`config.mk`:
```
export PLATFORM = sky130hd
export DESIGN_NAME = interrupt_ctrl_flat
export DESIGN_NICKNAME = d
export VERILOG_FILES = /design/src/rtl/interrupt_ctrl_if.sv /design/src/rtl/interrupt_ctrl.sv /design/src/flat_wrapper.sv
export SDC_FILE = /design/constraint.sdc
export NUM_CORES = 1
export LEC_CHECK = 0
export ABC_CLOCK_PERIOD_IN_PS = 3500
export CORE_ASPECT_RATIO = 0.9
export CORE_UTILIZATION = 48
export DETAILED_ROUTE_END_ITERATION = 8
export GPL_TIMING_DRIVEN = 0
export HOLD_SLACK_MARGIN = 0.12
export PLACE_DENSITY = 0.84
export SETUP_SLACK_MARGIN = 0.4
export SYNTH_ARGS = -nofsm -noshare
export SYNTH_HDL_FRONTEND = slang
export SYNTH_SLANG_ARGS = --single-unit
```
`constraint.sdc`:
```
create_clock -name clk -period 3.5 [get_ports clk]
set_input_delay 0.35 -clock clk [delete_from_list [all_inputs] [get_ports clk]]
set_output_delay 0.35 -clock clk [all_outputs]
set_load 0.02 [all_outputs]
```
`src/rtl/interrupt_ctrl_if.sv`:
```
// Signal bundle between the interrupt controller and its surroundings:
// device lines, control register file state and the pipeline handshake.
interface interrupt_ctrl_if;
  logic [15:0] irq_in;
  logic [31:0] interrupt_state;
  logic        int_enabled;
  logic        stall;
  logic        irq_ack;
  logic [15:0] interrupts;
  logic        irq_req;
  logic [3:0]  irq_vector;
  logic        busy;

  // Controller side
  modport slave (
    input  irq_in, interrupt_state, int_enabled, stall, irq_ack,
    output interrupts, irq_req, irq_vector, busy
  );

  // Environment side (register file, pipeline, devices)
  modport master (
    output irq_in, interrupt_state, int_enabled, stall, irq_ack,
    input  interrupts, irq_req, irq_vector, busy
  );
endinterface

```
`src/rtl/interrupt_ctrl.sv`:
```
// Interrupt controller: synchronises 16 device lines into ISR set pulses,
// arbitrates the masked pending state and injects one interrupt per
// enable window through a req/ack handshake with the pipeline.
module interrupt_ctrl #(
  parameter logic [15:0] LEVEL_MASK = 16'h0000
) (
  input  logic            clk,
  input  logic            rst,
  interrupt_ctrl_if.slave bus
);

  typedef enum logic [1:0] {
    ST_IDLE  = 2'd0,
    ST_REQ   = 2'd1,
    ST_DRAIN = 2'd2
  } state_t;

  // Lowest set index wins; returns 0 for an empty vector (never used then).
  function automatic logic [3:0] lowest_set(input logic [15:0] v);
    logic [3:0] idx;
    idx = 4'd0;
    for (int i = 15; i >= 0; i--) begin
      idx = v[i] ? i[3:0] : idx;
    end
    return idx;
  endfunction

  logic [15:0] s1_r, s2_r, s3_r;
  logic [15:0] interrupts_r;
  state_t      state_r, state_nxt_s;
  logic [3:0]  irq_vector_r, vector_nxt_s;
  logic        irq_req_r;
  logic        busy_r;
  logic        pending_s;
  logic        unused_state_hi_s;

  // The upper half of interrupt_state carries no line information.
  assign unused_state_hi_s = ^bus.interrupt_state[31:16];
  assign pending_s         = (bus.interrupt_state[15:0] != 16'h0000);

  // Two-flop synchroniser plus history flop for edge detection.
  always_ff @(posedge clk or posedge rst) begin
    if (rst) begin
      s1_r <= 16'h0000;
      s2_r <= 16'h0000;
      s3_r <= 16'h0000;
    end else begin
      s1_r <= bus.irq_in;
      s2_r <= s1_r;
      s3_r <= s2_r;
    end
  end

  // ISR set pulses: level lines follow s2, edge lines pulse on a rising edge.
  always_ff @(posedge clk or posedge rst) begin
    if (rst) begin
      interrupts_r <= 16'h0000;
    end else begin
      interrupts_r <= (s2_r & LEVEL_MASK) | (s2_r & ~s3_r & ~LEVEL_MASK);
    end
  end

  // Handshake state register.
  always_ff @(posedge clk or posedge rst) begin
    if (rst) begin
      state_r <= ST_IDLE;
    end else begin
      state_r <= state_nxt_s;
    end
  end

  // Next-state logic; the vector is latched only when leaving IDLE.
  always_comb begin
    state_nxt_s  = state_r;
    vector_nxt_s = irq_vector_r;
    case (state_r)
      ST_IDLE: begin
        if (bus.int_enabled && pending_s && !bus.stall) begin
          state_nxt_s  = ST_REQ;
          vector_nxt_s = lowest_set(bus.interrupt_state[15:0]);
        end else begin
          state_nxt_s = ST_IDLE;
        end
      end
      ST_REQ: begin
        // Acknowledge beats withdraw when both happen together.
        if (bus.irq_ack) begin
          state_nxt_s = ST_DRAIN;
        end else if (!pending_s) begin
          state_nxt_s = ST_IDLE;
        end else begin
          state_nxt_s = ST_REQ;
        end
      end
      ST_DRAIN: begin
        // Wait for the writeback disable so stale state is not re-requested.
        if (!bus.int_enabled) begin
          state_nxt_s = ST_IDLE;
        end else begin
          state_nxt_s = ST_DRAIN;
        end
      end
      default: begin
        state_nxt_s = ST_IDLE;
      end
    endcase
  end

  // Registered handshake outputs derived from the next state.
  always_ff @(posedge clk or posedge rst) begin
    if (rst) begin
      irq_req_r    <= 1'b0;
      irq_vector_r <= 4'd0;
      busy_r       <= 1'b0;
    end else begin
      irq_req_r    <= (state_nxt_s == ST_REQ);
      irq_vector_r <= vector_nxt_s;
      busy_r       <= (state_nxt_s != ST_IDLE);
    end
  end

  assign bus.interrupts = interrupts_r;
  assign bus.irq_req    = irq_req_r;
  assign bus.irq_vector = irq_vector_r;
  assign bus.busy       = busy_r;

endmodule
```
`src/flat_wrapper.sv`:
```
// flat-port wrapper written by rule: the top's interface ports become plain ports
module interrupt_ctrl_flat 
#(
  parameter logic [15:0] LEVEL_MASK = 16'h0000
)
  (clk, rst, bus_irq_in, bus_interrupt_state, bus_int_enabled, bus_stall, bus_irq_ack, bus_interrupts, bus_irq_req, bus_irq_vector, bus_busy);
  interrupt_ctrl_if bus_i ();
  input  logic clk;
  input  logic rst;
  input wire logic [$bits(bus_i.irq_in)-1:0] bus_irq_in;
  input wire logic [$bits(bus_i.interrupt_state)-1:0] bus_interrupt_state;
  input wire logic [$bits(bus_i.int_enabled)-1:0] bus_int_enabled;
  input wire logic [$bits(bus_i.stall)-1:0] bus_stall;
  input wire logic [$bits(bus_i.irq_ack)-1:0] bus_irq_ack;
  output wire logic [$bits(bus_i.interrupts)-1:0] bus_interrupts;
  output wire logic [$bits(bus_i.irq_req)-1:0] bus_irq_req;
  output wire logic [$bits(bus_i.irq_vector)-1:0] bus_irq_vector;
  output wire logic [$bits(bus_i.busy)-1:0] bus_busy;
  assign bus_i.irq_in = bus_irq_in;
  assign bus_i.interrupt_state = bus_interrupt_state;
  assign bus_i.int_enabled = bus_int_enabled;
  assign bus_i.stall = bus_stall;
  assign bus_i.irq_ack = bus_irq_ack;
  assign bus_interrupts = bus_i.interrupts;
  assign bus_irq_req = bus_i.irq_req;
  assign bus_irq_vector = bus_i.irq_vector;
  assign bus_busy = bus_i.busy;
  interrupt_ctrl #(.LEVEL_MASK(LEVEL_MASK)) u_core (.clk(clk), .rst(rst), .bus(bus_i));
endmodule
```
==> flow_summary.json, run 1 <==
{
  "root_buffer": "clkbuf_8",
  "leakage_nw": 1.37,
  "worst_pin_slew_ns": 0.831,
  "num_rows": 23,
  "crit_family": "buffers and inverters",
  "ys_types": 22,
  "drcViolationCount": 0,
  "ys.flop_type": "dfrtp_1",
  "ir_worst_vdd_mv": 0.332,
  "mostFrequentLayoutCell": "dfrtp_1",
  "tns_ns": 0,
  "postSynthAreaPerCell_um2": 16.1,
  "cts.clk_slew.worst_paths_ns": 0.07,
  "utilization_pct": 70.7,
  "fin_crit_sh_pct": 47.5,
  "grt_first_pass_wirelength_um": 5400,
  "area_growth_pct": 41.6,
  "drv_slew": 0,
  "synthMuxAreaShare_pct": 0,
  "path_cells": "clkdlybuf4s50_1",
  "regArea_mm2": 0.00180,
  "rsz0062_at_grt": "false",
  "yosys_warnings": 0,
  "start_util_pct": 50.0,
  "port_buffers": 58,
  "cts_buffers": 9,
  "final_cell_mix": "72 x dfrtp_1, 58 x clkdlybuf4s50_1, 17 x nor2b_1",
  "synthCells": 138,
  "fp.dieH_um": 66.6,
  "synth_fa_ha_area_share_pct": 0,
  "cts_setup_buffers": 0,
  "cpPeakStageDelay_ns": 0.62,
  "place_hpwl_um": 2370,
  "fin_crit_ns": 1.66,
  "die_x_um": 73.8,
  "ios": 75,
  "fin_nets": 260,
  "seq_area_frac_synth_pct": 80.9,
  "fmax_mhz": 602,
  "cts_tree": "done",
  "start_kind": "flip-flop",
  "worst_setup_path_end_kind": "output port",
  "critPathBufInv": 1,
  "n_fill_cell": 322,
  "worstPathRequired_ns": 3.15,
  "relSlewSlack_pct": 44.6,
  "synth_compound_area_share_pct": 4.55,
  "vias": 1263,
  "overflow": 0,
  "dp_cells": 258,
  "powerDensity_mw_per_mm2": 627,
  "syn_area_mm2": 0.00223,
  "synthXorXnorAreaFrac_pct": 0,
  "ys_seq_elements": 72,
  "outcome": "finished, final reports clean",
  "hp-class": "reg -> reg",
  "antenna_left": 0,
  "postCtsHoldBufs": 0,
  "fin_skew_ns": 0.00450,
  "power_mw": 1.98,
  "cp_max_fo": 2,
  "cts_resized": 0,
  "grt_max_degree": 73,
  "gp_congestion": 0.734,
  "finalHoldViolCount": 0,
  "via_per_inst": 4.61,
  "ys_async_sr_fraction_pct": 100,
  "insertion_delay_ns": 0.33,
  "core-area_mm2": 0.00446,
  "drive_gt1_share_pct": 12.3,
  "grt_pass1_vias": 1210,
  "cts_buffer_depth": 2,
  "synth_top_family_by_area": "simple AND/OR/NAND/NOR gates",
  "antenna_found_initial": 0,
  "path_class": "reg -> out",
  "finalSetupViolations": 0,
  "synthSimpleGateAreaFrac_pct": 13.6,
  "initialDrtViolationCount": 70,
  "cts_max_level": 3,
  "drt_first_pass_iters": 4,
  "cp_slowest_cell": "clkdlybuf4s50_1",
  "antenna_cells": 0,
  "stdcell_count": 274,
  "synth_nets": 191,
  "cts.sink_count": 72,
  "grt_usage_pct": 16.0,
  "finalWirelength_um": 3380,
  "worstPathArrival_ns": 1.31,
  "synth_edf_count": 0,
  "max-cap-violations": 0,
  "wl_per_cell_um": 12.3,
  "dieArea_mm2": 0.00492,
  "multiInputGateArea_um2": 404
}
[sequential cells by signal (all words and copies together) (netlist names)]
name	flops
u_core.bus.busy	1
u_core.bus.interrupts	16
u_core.bus.irq_req	1
u_core.bus.irq_vector	4
u_core.s1_r	16
u_core.s2_r	16
u_core.s3_r	16
u_core.state_r	2
[cell type report]
class | instances | area share [%]
repair buffers | 58 | 18.4
inverters | 6 | 0.793
clock buffers | 9 | 3.93
multi-input cells | 60 | 12.8
well taps | 62 | 2.46
clock inverters | 7 | 4.52
flip-flops and latches | 72 | 57.1
[worst paths after layout]
kind,depth (start not counted),slack (ns),to,from
worst max register to register,4,2.05,u_core.bus.irq_vector[1]$_DFFE_PP0P_,u_core.state_r[0]$_DFF_PP0_
worst min-delay path,0,0.35,u_core.s2_r[1]$_DFF_PP0_,u_core.s1_r[1]$_DFF_PP0_
worst min register to register,0,0.35,u_core.s2_r[1]$_DFF_PP0_,u_core.s1_r[1]$_DFF_PP0_
min in group asynchronous,2,0.54,u_core.s3_r[13]$_DFF_PP0_,rst
worst max-delay path,1,1.84,bus_irq_vector[0],u_core.bus.irq_vector[0]$_DFFE_PP0P_
max in group asynchronous,2,2.41,u_core.bus.irq_vector[3]$_DFFE_PP0P_,rst
[logic make-up after synthesis]
family	after synthesis
compound gates	16
buf+inv	6
flops	72
simple gates	44
[synth_stat cells (2+ instances only)]
library cell | number | area share (%)
a21oi_1 | 7 | 1.6
dfrtp_1 | 72 | 81
inv_1 | 6 | 1.0
nand2_1 | 5 | 0.84
nand2b_1 | 3 | 0.84
nor2_1 | 8 | 1.3
nor2b_1 | 17 | 4.8
nor2b_2 | 2 | 0.79
nor4_2 | 3 | 1.7
o21ai_0 | 2 | 0.45
o31ai_1 | 2 | 0.67
[worst register-to-register path, cell delays in order (launching register included)]
cell	delay (ns)
dfrtp_1	0.41
nor4b_4	0.41
nor2b_2	0.29
nor2b_2	0.06
a31o_1	0.18
[per-stage QoR]
| step | hold slack (ns) | area, µm² | setup slack (ns) |
|---|---|---|---|
| finish | 0.351 | 3160 | 1.84 |
| global route | 0.354 | 3160 | 1.76 |
| CTS | 0.353 | 3160 | 1.81 |
| global placement | 0.333 | 2890 | 0.321 |
| floorplan | 0.331 | 2230 | 1.33 |
| detailed placement | 0.336 | 2890 | 1.59 |
[routing by layer]
metal  wire length, µm  global-route usage [%]  share of wire (%)
met1              1420                    17.4                 42
met2              1680                    25.2                 50
met3               243                    8.77                7.2
met4                45                    7.93                1.3
met5                 0                       0                  0
[power breakdown]
part           internal [mW]  switching (mW)
sequential             0.894          0.0275
combinational          0.114           0.105
clock                  0.548           0.291
No activity file was read; power rests on OpenSTA's default activity.
==> run 2, diff against run 1 <==
--- a/config.mk
+++ b/config.mk
@@ -5,13 +5,13 @@
 export SDC_FILE = /design/constraint.sdc
 export NUM_CORES = 1
 export LEC_CHECK = 0
-export ABC_CLOCK_PERIOD_IN_PS = 3500
+export ABC_CLOCK_PERIOD_IN_PS = 1400
 export CORE_ASPECT_RATIO = 0.9
-export CORE_UTILIZATION = 48
+export CORE_UTILIZATION = 40
 export DETAILED_ROUTE_END_ITERATION = 8
 export GPL_TIMING_DRIVEN = 0
 export HOLD_SLACK_MARGIN = 0.12
-export PLACE_DENSITY = 0.84
+export PLACE_DENSITY = 0.74
 export SETUP_SLACK_MARGIN = 0.4
 export SYNTH_ARGS = -nofsm -noshare
 export SYNTH_HDL_FRONTEND = slang
==> constraint.sdc (replaced) <==
create_clock -name clk -period 1.4 [get_ports clk]
set_input_delay 0.14 -clock clk [delete_from_list [all_inputs] [get_ports clk]]
set_output_delay 0.14 -clock clk [all_outputs]
set_load 0.02 [all_outputs]
==> run 2 against run 1 <==
Effect of this change:
- critical path depth grew 3
- register-to-register slack got worse by 1.9 ns
- die area increased by 19%
- setup slack worse by 1.7 ns
- largest power group unchanged
==> flow_summary.json, run 2 (synthesis gave the netlist of run 1 again) <==
{
  "die_x_um": 80.7,
  "cts_max_level": 3,
  "port_buffers": 58,
  "dieArea_mm2": 0.00587,
  "fp.dieH_um": 72.8,
  "drv_slew": 0,
  "place_hpwl_um": 2510,
  "overflow": 0,
  "vias": 1326,
  "cts.sink_count": 72,
  "power_mw": 4.76,
  "postCtsHoldBufs": 0,
  "drive_gt1_share_pct": 30.7,
  "mostFrequentLayoutCell": "dfrtp_1",
  "hp-class": "in -> async",
  "area_growth_pct": 50.4,
  "start_kind": "flip-flop",
  "ir_worst_vdd_mv": 0.733,
  "utilization_pct": 63.0,
  "fin_crit_ns": 1.30,
  "antenna_left": 0,
  "cts_buffer_depth": 2,
  "drcViolationCount": 0,
  "fmax_mhz": 770,
  "worst_setup_path_end_kind": "flip-flop",
  "start_util_pct": 41.9,
  "finalHoldViolCount": 0,
  "powerDensity_mw_per_mm2": 1420,
  "insertion_delay_ns": 0.34,
  "finalSetupViolations": 0,
  "max-cap-violations": 0,
  "grt_max_degree": 28,
  "worstPathArrival_ns": 1.52,
  "gp_congestion": 0.783,
  "outcome": "finished, final reports clean",
  "cts.clk_slew.worst_paths_ns": 0.07,
  "grt_first_pass_wirelength_um": 5940,
  "worst_pin_slew_ns": 0.495,
  "leakage_nw": 1.52,
  "fin_crit_sh_pct": 92.8,
  "n_fill_cell": 407,
  "final_cell_mix": "72 x dfrtp_1, 29 x clkdlybuf4s50_1, 24 x buf_6",
  "num_rows": 25,
  "fin_nets": 273,
  "rsz0062_at_grt": "true",
  "grt_usage_pct": 14.4,
  "worstPathRequired_ns": 1.62,
  "antenna_found_initial": 0,
  "cp_max_fo": 4,
  "path_class": "reg -> reg",
  "via_per_inst": 4.54,
  "core-area_mm2": 0.00532,
  "wl_per_cell_um": 12.6,
  "cts_tree": "done",
  "initialDrtViolationCount": 32,
  "ios": 75,
  "root_buffer": "clkbuf_8",
  "fin_skew_ns": 0.00679,
  "drt_first_pass_iters": 4,
  "relSlewSlack_pct": 66.9,
  "finalWirelength_um": 3690,
  "cts_buffers": 9,
  "grt_pass1_vias": 1332,
  "antenna_cells": 0
}
-- run 2: changes by cell type in the layout (fill, tap and decap cells not counted), sizes merged --
cell and change:
bufinv -2, inv -1, buf +35, clkdlybuf4s50 -29, dlymetal6s2s +3, clkinvlp +3, dlygate4sd2 +4
-- run 2: worst max-delay path, cell delays in order (launching register included) --
cell     delay, ns
dfrtp_1       0.41
nor4b_4       0.33
nor2b_4       0.24
nor2b_2       0.05
a31o_1        0.17
-- run 2: worst paths after layout --
kind	startpoint	endpoint	slack (ns)	depth (start not counted)
max in group asynchronous	rst	u_core.s3_r[11]$_DFF_PP0_	0.55	4
worst max register to register	u_core.state_r[1]$_DFF_PP0_	u_core.bus.irq_vector[1]$_DFFE_PP0P_	0.10	4
min in group clk	bus_irq_in[13]	u_core.s1_r[13]$_DFF_PP0_	0.23	1
worst min register to register	u_core.s1_r[9]$_DFF_PP0_	u_core.s2_r[9]$_DFF_PP0_	0.34	0
worst min-delay path	rst	u_core.s3_r[5]$_DFF_PP0_	0.18	2
worst max-delay path	u_core.state_r[1]$_DFF_PP0_	u_core.bus.irq_vector[1]$_DFFE_PP0P_	0.10	4
-- run 2: cell type report --
| type | instances | area, µm² | share of cell area, % |
|---|---|---|---|
| Sequential cell | 72 | 1800 | 53.8 |
| Timing Repair Buffer | 71 | 741 | 22.1 |
| Multi-Input combinational cell | 60 | 480 | 14.3 |
| Clock buffer | 9 | 124 | 3.70 |
| Clock inverter | 7 | 93.8 | 2.80 |
| Tap cell | 67 | 83.8 | 2.50 |
| Inverter | 6 | 26.3 | 0.784 |
-- run 2: per-layer routing --
layer	GRT usage, %	up-vias	share of wire, %
li1	-	619	-
met1	15.9	651	40
met2	22.7	49	50
met3	7.50	7	8.9
met4	7.74	0	1.6
met5	0	-	0
-- run 2: through the flow --
step                      instances  instance area (µm²)  TNS [ns]  hold WS, ns  worst slack [ns]
after floorplan                 138                 2260         0        0.171            0.0943
after global placement          263                 2930    -24.35        0.332            -0.327
after detailed placement        265                 2970     -1.19        0.335            -0.321
after CTS                       288                 3280         0        0.172            0.0746
after global routing            292                 3350         0        0.211            0.0426
final                           292                 3350         0        0.179             0.101
-- run 2: what timing repair did --
action                                  in CTS  in global routing
setup buffers                                7                  4
pin swaps                                   10                  6
hold endpoints to repair                     0                  0
resized for setup                          136                 16
endpoints found under the setup margin      29                 30
-- run 2: power by group --
group / internal, mW / switching [mW]
combinational: 0.385 / 0.309
sequential: 2.24 / 0.0843
clock: 1.00 / 0.743
total: 3.62 / 1.14
==> run 3, diff against run 2 <==
--- a/config.mk
+++ b/config.mk
@@ -5,6 +5,7 @@
 export SDC_FILE = /design/constraint.sdc
 export NUM_CORES = 1
 export LEC_CHECK = 0
+export ABC_AREA = 1
 export ABC_CLOCK_PERIOD_IN_PS = 1400
 export CORE_ASPECT_RATIO = 0.9
 export CORE_UTILIZATION = 40
==> run 3 against run 2 <==
Effect of this change:
- worst hold slack better by 0.050 ns
- flip-flop and latch count stayed put
- synthesized cell count is 30% higher
- sequential share of layout area is 1.1 points lower
- power is 0.95% lower
- die area is 3.7% higher
- critical endpoint is now u_core.bus.busy$_DFF_PP0_
- routed wire length is 0.57% lower
- sequential power hardly changed
- global-route usage is 0.65 points lower
- synthesized area is 3.8% higher
==> flow_summary.json, run 3 <==
{
  "gp_congestion": 0.690,
  "cts_buffers": 9,
  "worstPathArrival_ns": 1.55,
  "seqPwrFrac_pct": 48.7,
  "mostFrequentLayoutCell": "dfrtp_1",
  "core-area_mm2": 0.00541,
  "synth_edf_count": 0,
  "ys_seq_elements": 72,
  "worst_setup_path_end_kind": "flip-flop",
  "start_util_pct": 42.7,
  "num_rows": 25,
  "antenna_left": 0,
  "ys_types": 18,
  "start_kind": "flip-flop",
  "dieArea_mm2": 0.00609,
  "max-cap-violations": 0,
  "switching_share_pct": 22.6,
  "via_per_inst": 4.19,
  "outcome": "finished, final reports clean",
  "postCtsHoldBufs": 0,
  "insertion_delay_ns": 0.32,
  "r2r.worst_path.cells": 8,
  "port_buffers": 58,
  "drcViolationCount": 0,
  "cts.sink_count": 72,
  "final_cell_mix": "72 x dfrtp_1, 35 x inv_1, 25 x buf_6",
  "rsz0062_at_grt": "true",
  "drv_slew": 0,
  "syn_area_mm2": 0.00231,
  "pre_cts_ws_ns": -0.461,
  "finalHoldViolCount": 0,
  "vias": 1421,
  "fin_skew_ns": 0.00459,
  "setup_ws_ns": 0.116,
  "grt_first_pass_wirelength_um": 6000,
  "path_class": "reg -> reg",
  "clkPwrFrac_pct": 38.2,
  "fp.dieH_um": 74.1,
  "n_fill_cell": 437,
  "cts.clk_slew.worst_paths_ns": 0.07,
  "cts_buffer_depth": 2,
  "synth_area_leaders": "dfrtp_1 78%, inv_1 6.2%, nand2_1 3.7%",
  "combPwrFrac_pct": 13.1,
  "initialDrtViolationCount": 37,
  "cts_max_level": 3,
  "synthTopCellsByCount": "72 x dfrtp_1, 38 x inv_1, 23 x nand2_1",
  "ys_async_sr_fraction_pct": 100,
  "ys.flop_type": "dfrtp_1",
  "fin_crit_sh_pct": 91.7,
  "cp_max_fo": 7,
  "ios": 75,
  "cts_tree": "done",
  "yosysMostFrequentCell": "dfrtp_1",
  "postSynthAreaPerCell_um2": 12.8,
  "fin_crit_ns": 1.28,
  "yosys_warnings": 0,
  "worst_pin_slew_ns": 0.696,
  "hp-class": "in -> async",
  "worstPathRequired_ns": 1.66,
  "antenna_cells": 0,
  "leakage_nw": 1.74,
  "intPower_mw": 3.65,
  "die_x_um": 82.1,
  "synth_largest_area_cell": "dfrtp_1",
  "area_growth_pct": 47.8,
  "drt_first_pass_iters": 4,
  "synth_nets": 233,
  "wl_per_cell_um": 10.8,
  "antenna_found_initial": 0,
  "fin_nets": 320,
  "finalSetupViolations": 0,
  "seq_area_frac_synth_pct": 77.9,
  "fmax_mhz": 779,
  "root_buffer": "clkbuf_8",
  "relSlewSlack_pct": 53.3,
  "overflow": 0,
  "tns_ns": 0,
  "place_hpwl_um": 2320,
  "ir_worst_vdd_mv": 1.11,
  "grt_pass1_vias": 1385,
  "switching_power_mw": 1.07,
  "synthCells": 180,
  "powerDensity_mw_per_mm2": 1380,
  "finalWirelength_um": 3670,
  "yosysTopAreaCellShare_pct": 77.9,
  "grt_max_degree": 43,
  "grt_usage_pct": 13.8,
  "drive_gt1_share_pct": 29.0
}
## run 3: layout make-up
class	instances	area (µm²)	share of cell area (%)
inverters	39	155	4.54
clock buffers	11	151	4.43
repair inverters	1	5.00	0.146
clock inverters	5	78.8	2.31
multi-input cells	69	400	11.7
well taps	67	83.8	2.45
repair buffers	75	742	21.7
flip-flops and latches	72	1800	52.7
## run 3: cell families after synthesis
logic type / Yosys count / share of synthesized area, %
flip-flops: 72 / 77.9
AND/OR/NAND/NOR: 62 / 13.6
buffers and inverters: 39 / 6.55
AO/OA/AOI/OAI: 7 / 1.95
## run 3: metrics by stage
stage               hold WS [ns]  area, µm²  total power, mW  utilization [%]  cells
floorplan                  0.171       2320             2.55                -    180
global placement           0.331       2980             2.82             55.1    305
detailed placement         0.335       3000             2.85             55.4    306
CTS                        0.217       3300             4.70             60.9    334
global route               0.223       3420             4.93             63.2    339
finish                     0.229       3420             4.71             63.2    339
## run 3: worst paths after layout
kind | start | end | slack (ns)
min in group clk | bus_interrupt_state[0] | u_core.bus.irq_vector[0]$_DFFE_PP0P_ | 0.24
max in group asynchronous | rst | u_core.s3_r[8]$_DFF_PP0_ | 0.66
max | u_core.state_r[1]$_DFF_PP0_ | u_core.bus.busy$_DFF_PP0_ | 0.12
min | rst | u_core.s1_r[9]$_DFF_PP0_ | 0.23
max reg2reg | u_core.state_r[1]$_DFF_PP0_ | u_core.bus.busy$_DFF_PP0_ | 0.12
min reg2reg | u_core.s1_r[3]$_DFF_PP0_ | u_core.s2_r[3]$_DFF_PP0_ | 0.35
## run 3: power groups by stage
stage / logic [mW] / clock network (mW) / registers (mW)
final: 0.620 / 1.80 / 2.29
after global routing: 0.680 / 1.94 / 2.31
after CTS: 0.559 / 1.86 / 2.29
after detailed placement: 0.526 / 0 / 2.32
after global placement: 0.509 / 0 / 2.31
after floorplan: 0.157 / 0 / 2.39
## run 3: metal layers
layer	GRT usage [%]	routed length (µm)	part of all wire, %	vias up
met5	0	0	0	-
met4	5.26	40	1.1	0
met3	7.24	206	5.6	5
met2	21.5	1900	52	36
met1	16.2	1520	42	674
li1	-	-	-	706
## run 3: worst max-delay path, cell delays in order (launching register included)
cell and delay, ns:
dfrtp_1 0.39, nor2_1 0.09, nand2_1 0.09, nor2_4 0.14, inv_2 0.07, nor2_4 0.14
clkinv_4 0.10, o31ai_4 0.06, or2_1 0.13
## run 3: timing repair
action | CTS | global route
endpoints found under the setup margin | 30 | 72
cloned | 0 | 1
pin swaps | 11 | 5
buffers inserted | 12 | 4
resized for setup | 144 | 28
